[src/rtl/mem_port_arbiter.sv]
// Shares one synchronous-read memory port between the MIPS core and a DMA/debug
// requester: one transaction per IDLE->ISSUE->RESP->DONE pass, core priority with DMA anti-starvation.
module mem_port_arbiter #(
    parameter int unsigned N            = 32,
    parameter int unsigned STARVE_LIMIT = 4
) (
    input  logic         clk,
    input  logic         rstb,

    input  logic         core_req,
    input  logic         core_we,
    input  logic [N-1:0] core_addr,
    input  logic [N-1:0] core_wdata,
    output logic         core_ack,
    output logic [N-1:0] core_rdata,

    input  logic         dma_req,
    input  logic         dma_we,
    input  logic [N-1:0] dma_addr,
    input  logic [N-1:0] dma_wdata,
    output logic         dma_ack,
    output logic [N-1:0] dma_rdata,

    output logic [N-1:0] mem_addr,
    output logic [N-1:0] mem_wr_data,
    output logic         mem_wr_ena,
    input  logic [N-1:0] mem_rd_data,

    output logic         busy,
    output logic         owner
);

    localparam logic [1:0] S_IDLE  = 2'd0;
    localparam logic [1:0] S_ISSUE = 2'd1;
    localparam logic [1:0] S_RESP  = 2'd2;
    localparam logic [1:0] S_DONE  = 2'd3;

    localparam int unsigned CW = (STARVE_LIMIT > 0) ? $clog2(STARVE_LIMIT + 1) : 1;
    localparam logic [CW-1:0] LIMIT = CW'(STARVE_LIMIT);

    logic [1:0]    state_q, state_d;
    logic          owner_q, owner_d;
    logic          we_q, we_d;
    logic [N-1:0]  addr_q, addr_d;
    logic [N-1:0]  wdata_q, wdata_d;
    logic [CW-1:0] starve_q, starve_d;
    logic [N-1:0]  core_rdata_q, core_rdata_d;
    logic [N-1:0]  dma_rdata_q, dma_rdata_d;
    logic          grant_dma;

    // DMA wins when alone, or on a tie once the core has had LIMIT consecutive tie wins.
    assign grant_dma = dma_req && (!core_req || (starve_q >= LIMIT));

    always_comb begin
        state_d      = state_q;
        owner_d      = owner_q;
        we_d         = we_q;
        addr_d       = addr_q;
        wdata_d      = wdata_q;
        starve_d     = starve_q;
        core_rdata_d = core_rdata_q;
        dma_rdata_d  = dma_rdata_q;

        case (state_q)
            S_IDLE: begin
                if (core_req || dma_req) begin
                    state_d = S_ISSUE;
                    owner_d = grant_dma;
                    if (grant_dma) begin
                        we_d    = dma_we;
                        addr_d  = dma_addr;
                        wdata_d = dma_wdata;
                    end else begin
                        we_d    = core_we;
                        addr_d  = core_addr;
                        wdata_d = core_wdata;
                    end
                    if (core_req && dma_req && !grant_dma) begin
                        starve_d = starve_q + CW'(1);
                    end else begin
                        starve_d = '0;
                    end
                end
            end
            S_ISSUE: begin
                state_d = S_RESP;
            end
            S_RESP: begin
                state_d = S_DONE;
                if (!we_q) begin
                    if (owner_q) begin
                        dma_rdata_d = mem_rd_data;
                    end else begin
                        core_rdata_d = mem_rd_data;
                    end
                end
            end
            S_DONE: begin
                state_d = S_IDLE;
            end
            default: begin
                state_d = S_IDLE;
            end
        endcase
    end

    always_ff @(posedge clk or negedge rstb) begin
        if (!rstb) begin
            state_q      <= S_IDLE;
            owner_q      <= 1'b0;
            we_q         <= 1'b0;
            addr_q       <= '0;
            wdata_q      <= '0;
            starve_q     <= '0;
            core_rdata_q <= '0;
            dma_rdata_q  <= '0;
        end else begin
            state_q      <= state_d;
            owner_q      <= owner_d;
            we_q         <= we_d;
            addr_q       <= addr_d;
            wdata_q      <= wdata_d;
            starve_q     <= starve_d;
            core_rdata_q <= core_rdata_d;
            dma_rdata_q  <= dma_rdata_d;
        end
    end

    // Decoded straight from state so an async reset drops the write strobe at once.
    assign mem_wr_ena  = (state_q == S_ISSUE) && we_q;
    assign core_ack    = (state_q == S_DONE) && !owner_q;
    assign dma_ack     = (state_q == S_DONE) && owner_q;
    assign busy        = (state_q != S_IDLE);
    assign owner       = owner_q;
    assign mem_addr    = addr_q;
    assign mem_wr_data = wdata_q;
    assign core_rdata  = core_rdata_q;
    assign dma_rdata   = dma_rdata_q;

endmodule
[config.mk]
export PLATFORM = sky130hd
export DESIGN_NAME = mem_port_arbiter
export DESIGN_NICKNAME = d
export VERILOG_FILES = /design/src/rtl/mem_port_arbiter.sv
export SDC_FILE = /design/constraint.sdc
export NUM_CORES = 1
export LEC_CHECK = 0
export ABC_AREA = 1
export CAP_MARGIN = 10
export CORE_MARGIN = 3
export CORE_UTILIZATION = 40
export CTS_BUF_LIST = sky130_fd_sc_hd__clkbuf_16
export CTS_CLUSTER_DIAMETER = 40
export DETAILED_ROUTE_END_ITERATION = 16
export PLACE_DENSITY = 0.85
export SYNTH_ARGS = -nofsm -noshare
export SYNTH_HDL_FRONTEND = slang
export SYNTH_SLANG_ARGS = --single-unit
[constraint.sdc]
create_clock -name clk -period 2.4 [get_ports clk]
set_input_delay 0.48 -clock clk [delete_from_list [all_inputs] [get_ports clk]]
set_output_delay 0.48 -clock clk [all_outputs]
set_load 0.05 [all_outputs]
==> reports/qor.csv, run 1 <==
metric;value;unit
status;finished clean;
vias;6289;
Critical Path Max Stage Delay;0.85;ns
Cells after Synth;840;
Setup WS pre-CTS;0.313;ns
design area;0.0101;mm²
largest net degree at the start of global routing;130;
synthesis-to-finish area growth;58.8;%
Sinks on Clock Net;135;
CP required;1.92;ns
root buffer cell;clkbuf_16;
relative slew slack;0.506;
Synth Area in Adders;0.00981;
Nets;1291;
Initial DRC Count;285;
Seq/Total Area, Yosys;0.530;
RSZ-0062 raised after global routing;false;
initial antenna violation count;0;
post-route ant nets;0;
final hold vios;0;
static leakage;5.28;nW
total global routing overflow;0;
CTS tree;done;
first-pass detailed-route iteration total;6;
starting density of the core;0.415;
H-Tree Depth;4;
HPWL Detailed;13600;µm
actual slew at the worst max-slew pin;0.741;ns
clk slew on worst S/H paths;0.06;ns
MaxCap Viol Count;0;
total CTS buffers;17;
drt wl/cell;14.0;µm
Worst Clk Skew;0.00804;ns
vias per cell;4.68;
post-synthesis mux area share;0;
Final Max Slew Viols;0;
main combinational cell family by area after synthesis;simple AND/OR/NAND/NOR gates;
vias in the first global route;6134;
layout cell share with drive strength beyond 1;0.0450;
ant diodes;0;
GPL Wtd Cong;0.778;
DR DRC count;0;
die extent in x;132;µm
crit-path max FO;6;
Cell Chain, Critical Path;clkdlybuf4s50_1;
crit path DAT;1.73;ns
die area;0.0175;mm²
Top delay family on crit path;buffers and inverters;
Routed Wire Length;18900;µm
final hold slack;0.442;ns
GRT Total Usage;0.217;
post-synthesis cell type count;15;
Setup Viol. Count Final;0;
Buf/Inv on CP;1;
Hold WC Path Type;in2async;
final setup margin;0.188;ns
Site Rows;45;
synthesized flop and latch total;135;
Setup Buffers After CTS;0;
Simple-Gate Fraction of Synth Area;0.268;
post-synthesis xor/xnor area fraction;0;
synth warn;0;
P per Cell Area;1520;mW/mm²
crit end category;primary output;
syn nets;1011;
CORE AREA;0.0154;mm²
Vert. Die Dim;132;µm
Synth Area in Compound Gates;0.0559;
startpoint types;flip-flop;
flop-to-flop setup slack;0.60;ns
peak supply drop;0.753;mV
Boundary Pins;299;
Worst-Skew Late Latency;0.41;ns
Final Critical Period;2.21;ns
Final TNS setup;0;ns
dpl cell area;0.00952;mm²
CP max-delay cell;clkdlybuf4s50_1;
fmax;0.452;GHz
clk buf depth;2;
Setup CP Type;reg2out;
crit share post-route;0.922;
Post-Syn Area;0.00637;mm²
first-pass GRT wire length;30600;µm
port buffer count;298;
Mapped Avg Cell Area;7.59;µm²
## sequential cells by signal, indices dropped and copies added (netlist names)
name / count
mem_wr_data: 32
mem_addr: 32
core_rdata: 32
dma_rdata: 32
starve_q: 3
we_q: 1
owner: 1
state_q: 2
## per-layer routing
metal  global-route usage  share of wire  up-vias
met2                0.364           0.49      259
met3               0.0748          0.088       36
met1                0.253           0.39     2903
li1                     -              -     3091
met4               0.0953          0.030        0
met5                    0              0        -
## power by group
| group | internal [W] | switching [W] | total (W) |
|---|---|---|---|
| logic | 0.00278 | 0.00597 | 0.00875 |
| clock network | 0.00155 | 0.00104 | 0.00259 |
| registers | 0.00342 | 0.000639 | 0.00406 |
| total | 0.00776 | 0.00765 | 0.0154 |
## area by class of cell
cell class	instances	area, µm²
Multi-Input combinational cell	485	2140
Sequential cell	135	3380
Fill cell	1266	5250
Timing Repair Buffer	309	3110
Clock buffer	17	425
Tap cell	211	264
Inverter	172	646
Clock inverter	15	168
## final timing paths
check	from	end	cells after the start
worst max-delay path	owner	owner	1
worst min-delay path	rstb	mem_wr_data[7]	2
worst max register to register	state_q[0]	mem_addr[27]	7
worst min register to register	mem_addr[30]	mem_addr[30]	2
max in group asynchronous	rstb	mem_wr_data[12]	3
min in group clk	mem_addr[30]	mem_addr[30]	2
## placed cells by master (no fill, tap or decap), drive strengths merged, types with 5 or more instances in the layout
cell type,count
ha,5
nand3,130
clkdlybuf4s50,292
dfrtp,135
nand2,276
buf,15
o21ai,69
clkbuf,17
inv,179
## cell usage after synthesis
library cell	number	area share
buf_1	2	0.0012
buf_2	18	0.014
buf_4	5	0.0059
clkbuf_1	23	0.014
dfrtp_1	135	0.53
ha_1	5	0.0098
inv_1	171	0.10
inv_2	1	0.00059
nand2_1	276	0.16
nand3_1	130	0.10
nand3b_1	1	0.0012
nor2_1	3	0.0018
nor3_1	1	0.00078
o21ai_0	68	0.053
o21ai_4	1	0.0026
## cell families after synthesis
family,Yosys count
compound gates,69
flops,135
simple gates,411
buf+inv,220
fa+ha+maj,5
## stage by stage
stage | instances | utilization | total power [W]
finish | 1344 | 0.659 | 0.0154
detailed placement | 1311 | 0.619 | 0.0129
global route | 1344 | 0.659 | 0.0162
global placement | 1311 | 0.619 | 0.0127
CTS | 1344 | 0.659 | 0.0155
floorplan | 840 | - | 0.00965
## what timing repair did
item | CTS | global route
endpoints found under the setup margin | 1 | 0
endpoints found under the hold margin | 6 | 0
resized for setup | 1 | 0
hold buffers | 1 | 0
Note: power is estimated with default switching activity, not from simulation.
==> run 2: changes to the inputs <==
--- a/config.mk
+++ b/config.mk
@@ -7,12 +7,12 @@
 export LEC_CHECK = 0
 export ABC_AREA = 1
 export CAP_MARGIN = 10
-export CORE_MARGIN = 3
-export CORE_UTILIZATION = 40
+export CORE_MARGIN = 1.5
+export CORE_UTILIZATION = 45
 export CTS_BUF_LIST = sky130_fd_sc_hd__clkbuf_16
 export CTS_CLUSTER_DIAMETER = 40
 export DETAILED_ROUTE_END_ITERATION = 16
-export PLACE_DENSITY = 0.85
+export PLACE_DENSITY = 0.94
 export SYNTH_ARGS = -nofsm -noshare
 export SYNTH_HDL_FRONTEND = slang
 export SYNTH_SLANG_ARGS = --single-unit
==> run 2 against run 1 <==
  * Wire length grew 2.8%
  * Non-clock buffer count grew 4
  * Flip-flop and latch count is the same
  * Total power is essentially flat
  * Fmax shrank 0.24%
  * Clock skew grew 0.0053 ns
  * Combinational power grew 0.9%
  * Via count grew 2.8%
  * Largest power group unchanged
==> reports/qor.csv, run 2 (synthesized netlist as in run 1, its figures left out) <==
metric;value;unit
HPWL Detailed;13700;µm
commonest non-fill, non-tap cell in the layout;clkdlybuf4s50_1;
Top delay family on crit path;buffers and inverters;
GRT Total Usage;0.261;
vias;6466;
DR DRC count;0;
die area;0.0149;mm²
H-Tree Depth;4;
final hold vios;0;
Setup Buffers After CTS;0;
fmax;0.451;GHz
Hold WC Path Type;reg2reg;
total CTS buffers;17;
layout cell share with drive strength beyond 1;0.0484;
GPL Wtd Cong;0.808;
Initial DRC Count;558;
RSZ-0062 raised after global routing;false;
Site Rows;43;
CTS tree;done;
crit path DAT;1.74;ns
Vert. Die Dim;122;µm
final cell count without fillers;1317;
Setup Viol. Count Final;0;
first-pass detailed-route iteration total;8;
Setup CP Type;reg2out;
ant diodes;0;
Boundary Pins;299;
Pwr Total;0.0154;W
Worst-Skew Late Latency;0.42;ns
Cell Chain, Critical Path;clkdlybuf4s50_1;
drt wl/cell;14.7;µm
synthesis-to-finish area growth;58.1;%
total global routing overflow;0;
Final TNS setup;0;ns
post-route ant nets;0;
Nets;1295;
crit-path max FO;6;
Final Max Slew Viols;0;
Worst Clk Skew;0.0134;ns
static leakage;5.28;nW
initial antenna violation count;0;
vias in the first global route;6161;
crit end category;primary output;
MaxCap Viol Count;0;
clk buf depth;2;
startpoint types;flip-flop;
root buffer cell;clkbuf_16;
Routed Wire Length;19400;µm
Placed Instances;1284;
P per Cell Area;1530;mW/mm²
Buf/Inv on CP;1;
largest net degree at the start of global routing;68;
port buffer count;298;
CORE AREA;0.0139;mm²
vias per cell;4.91;
Final Critical Period;2.22;ns
clk slew on worst S/H paths;0.06;ns
relative slew slack;0.619;
Sinks on Clock Net;135;
CP max-delay cell;clkdlybuf4s50_1;
peak supply drop;0.750;mV
actual slew at the worst max-slew pin;0.571;ns
starting density of the core;0.459;
status;finished clean;
CP required;1.92;ns
Critical Path Max Stage Delay;0.85;ns
crit share post-route;0.924;
first-pass GRT wire length;30100;µm
die extent in x;122;µm
most frequent cells in the layout;clkdlybuf4s50_1 (292), nand2_1 (273), inv_1 (171), dfrtp_1 (135), nand3_1 (130);
[run 2: changes by cell type in the layout (fill, tap and decap cells not counted)]
cell           change
dlygate4sd2_1      +1
buf_4              +3
inv_1              -1
bufinv_16          -2
inv_8              +1
inv_6              +2
[run 2: area by class of cell]
type | instances | area [µm²]
Fill cell | 973 | 3800
Sequential cell | 135 | 3380
Timing Repair Buffer | 313 | 3140
Multi-Input combinational cell | 485 | 2140
Inverter | 172 | 646
Clock buffer | 17 | 425
Tap cell | 180 | 225
Clock inverter | 15 | 133
[run 2: path summary, 6_finish.rpt]
check	startpoint	end	slack [ns]	cells past startpoint
setup reg to reg	state_q[0]	core_rdata[16]	0.68	6
hold reg to reg	mem_addr[6]	mem_addr[6]	0.48	2
min in group asynchronous	rstb	mem_wr_data[8]	0.55	2
hold / removal	mem_addr[6]	mem_addr[6]	0.48	2
max in group asynchronous	rstb	core_rdata[30]	1.11	3
setup / recovery	owner	owner	0.18	1
[run 2: power by group]
| part | total [W] | internal [W] | leakage [nW] | switching, W |
|---|---|---|---|---|
| Sequential | 0.00410 | 0.00342 | 1.65 | 0.000682 |
| Clock | 0.00247 | 0.00136 | 0.266 | 0.00110 |
| Combinational | 0.00883 | 0.00281 | 3.37 | 0.00602 |
[run 2: repair_timing]
item,4_1_cts,5_1_grt
setup endpoints to repair,2,0
gates resized for setup,2,0
endpoints found under the hold margin,26,0
hold buffers,1,0
[run 2: layer usage]
metal	vias up	share of wire	track usage
li1	3097	-	-
met1	2998	0.38	0.294
met5	-	0	0
met3	47	0.083	0.0787
met4	0	0.033	0.121
met2	324	0.50	0.453
[run 2: per-stage QoR]
stage           util  area, µm²  hold WS [ns]  worst slack [ns]
5_1_grt        0.726      10100         0.496             0.123
3_5_place_dp   0.686       9520         0.433             0.367
2_1_floorplan      -       6370         0.184             0.595
4_1_cts        0.726      10100         0.481             0.157
6_report       0.726      10100         0.480             0.182
3_3_place_gp   0.686       9520         0.430             0.435
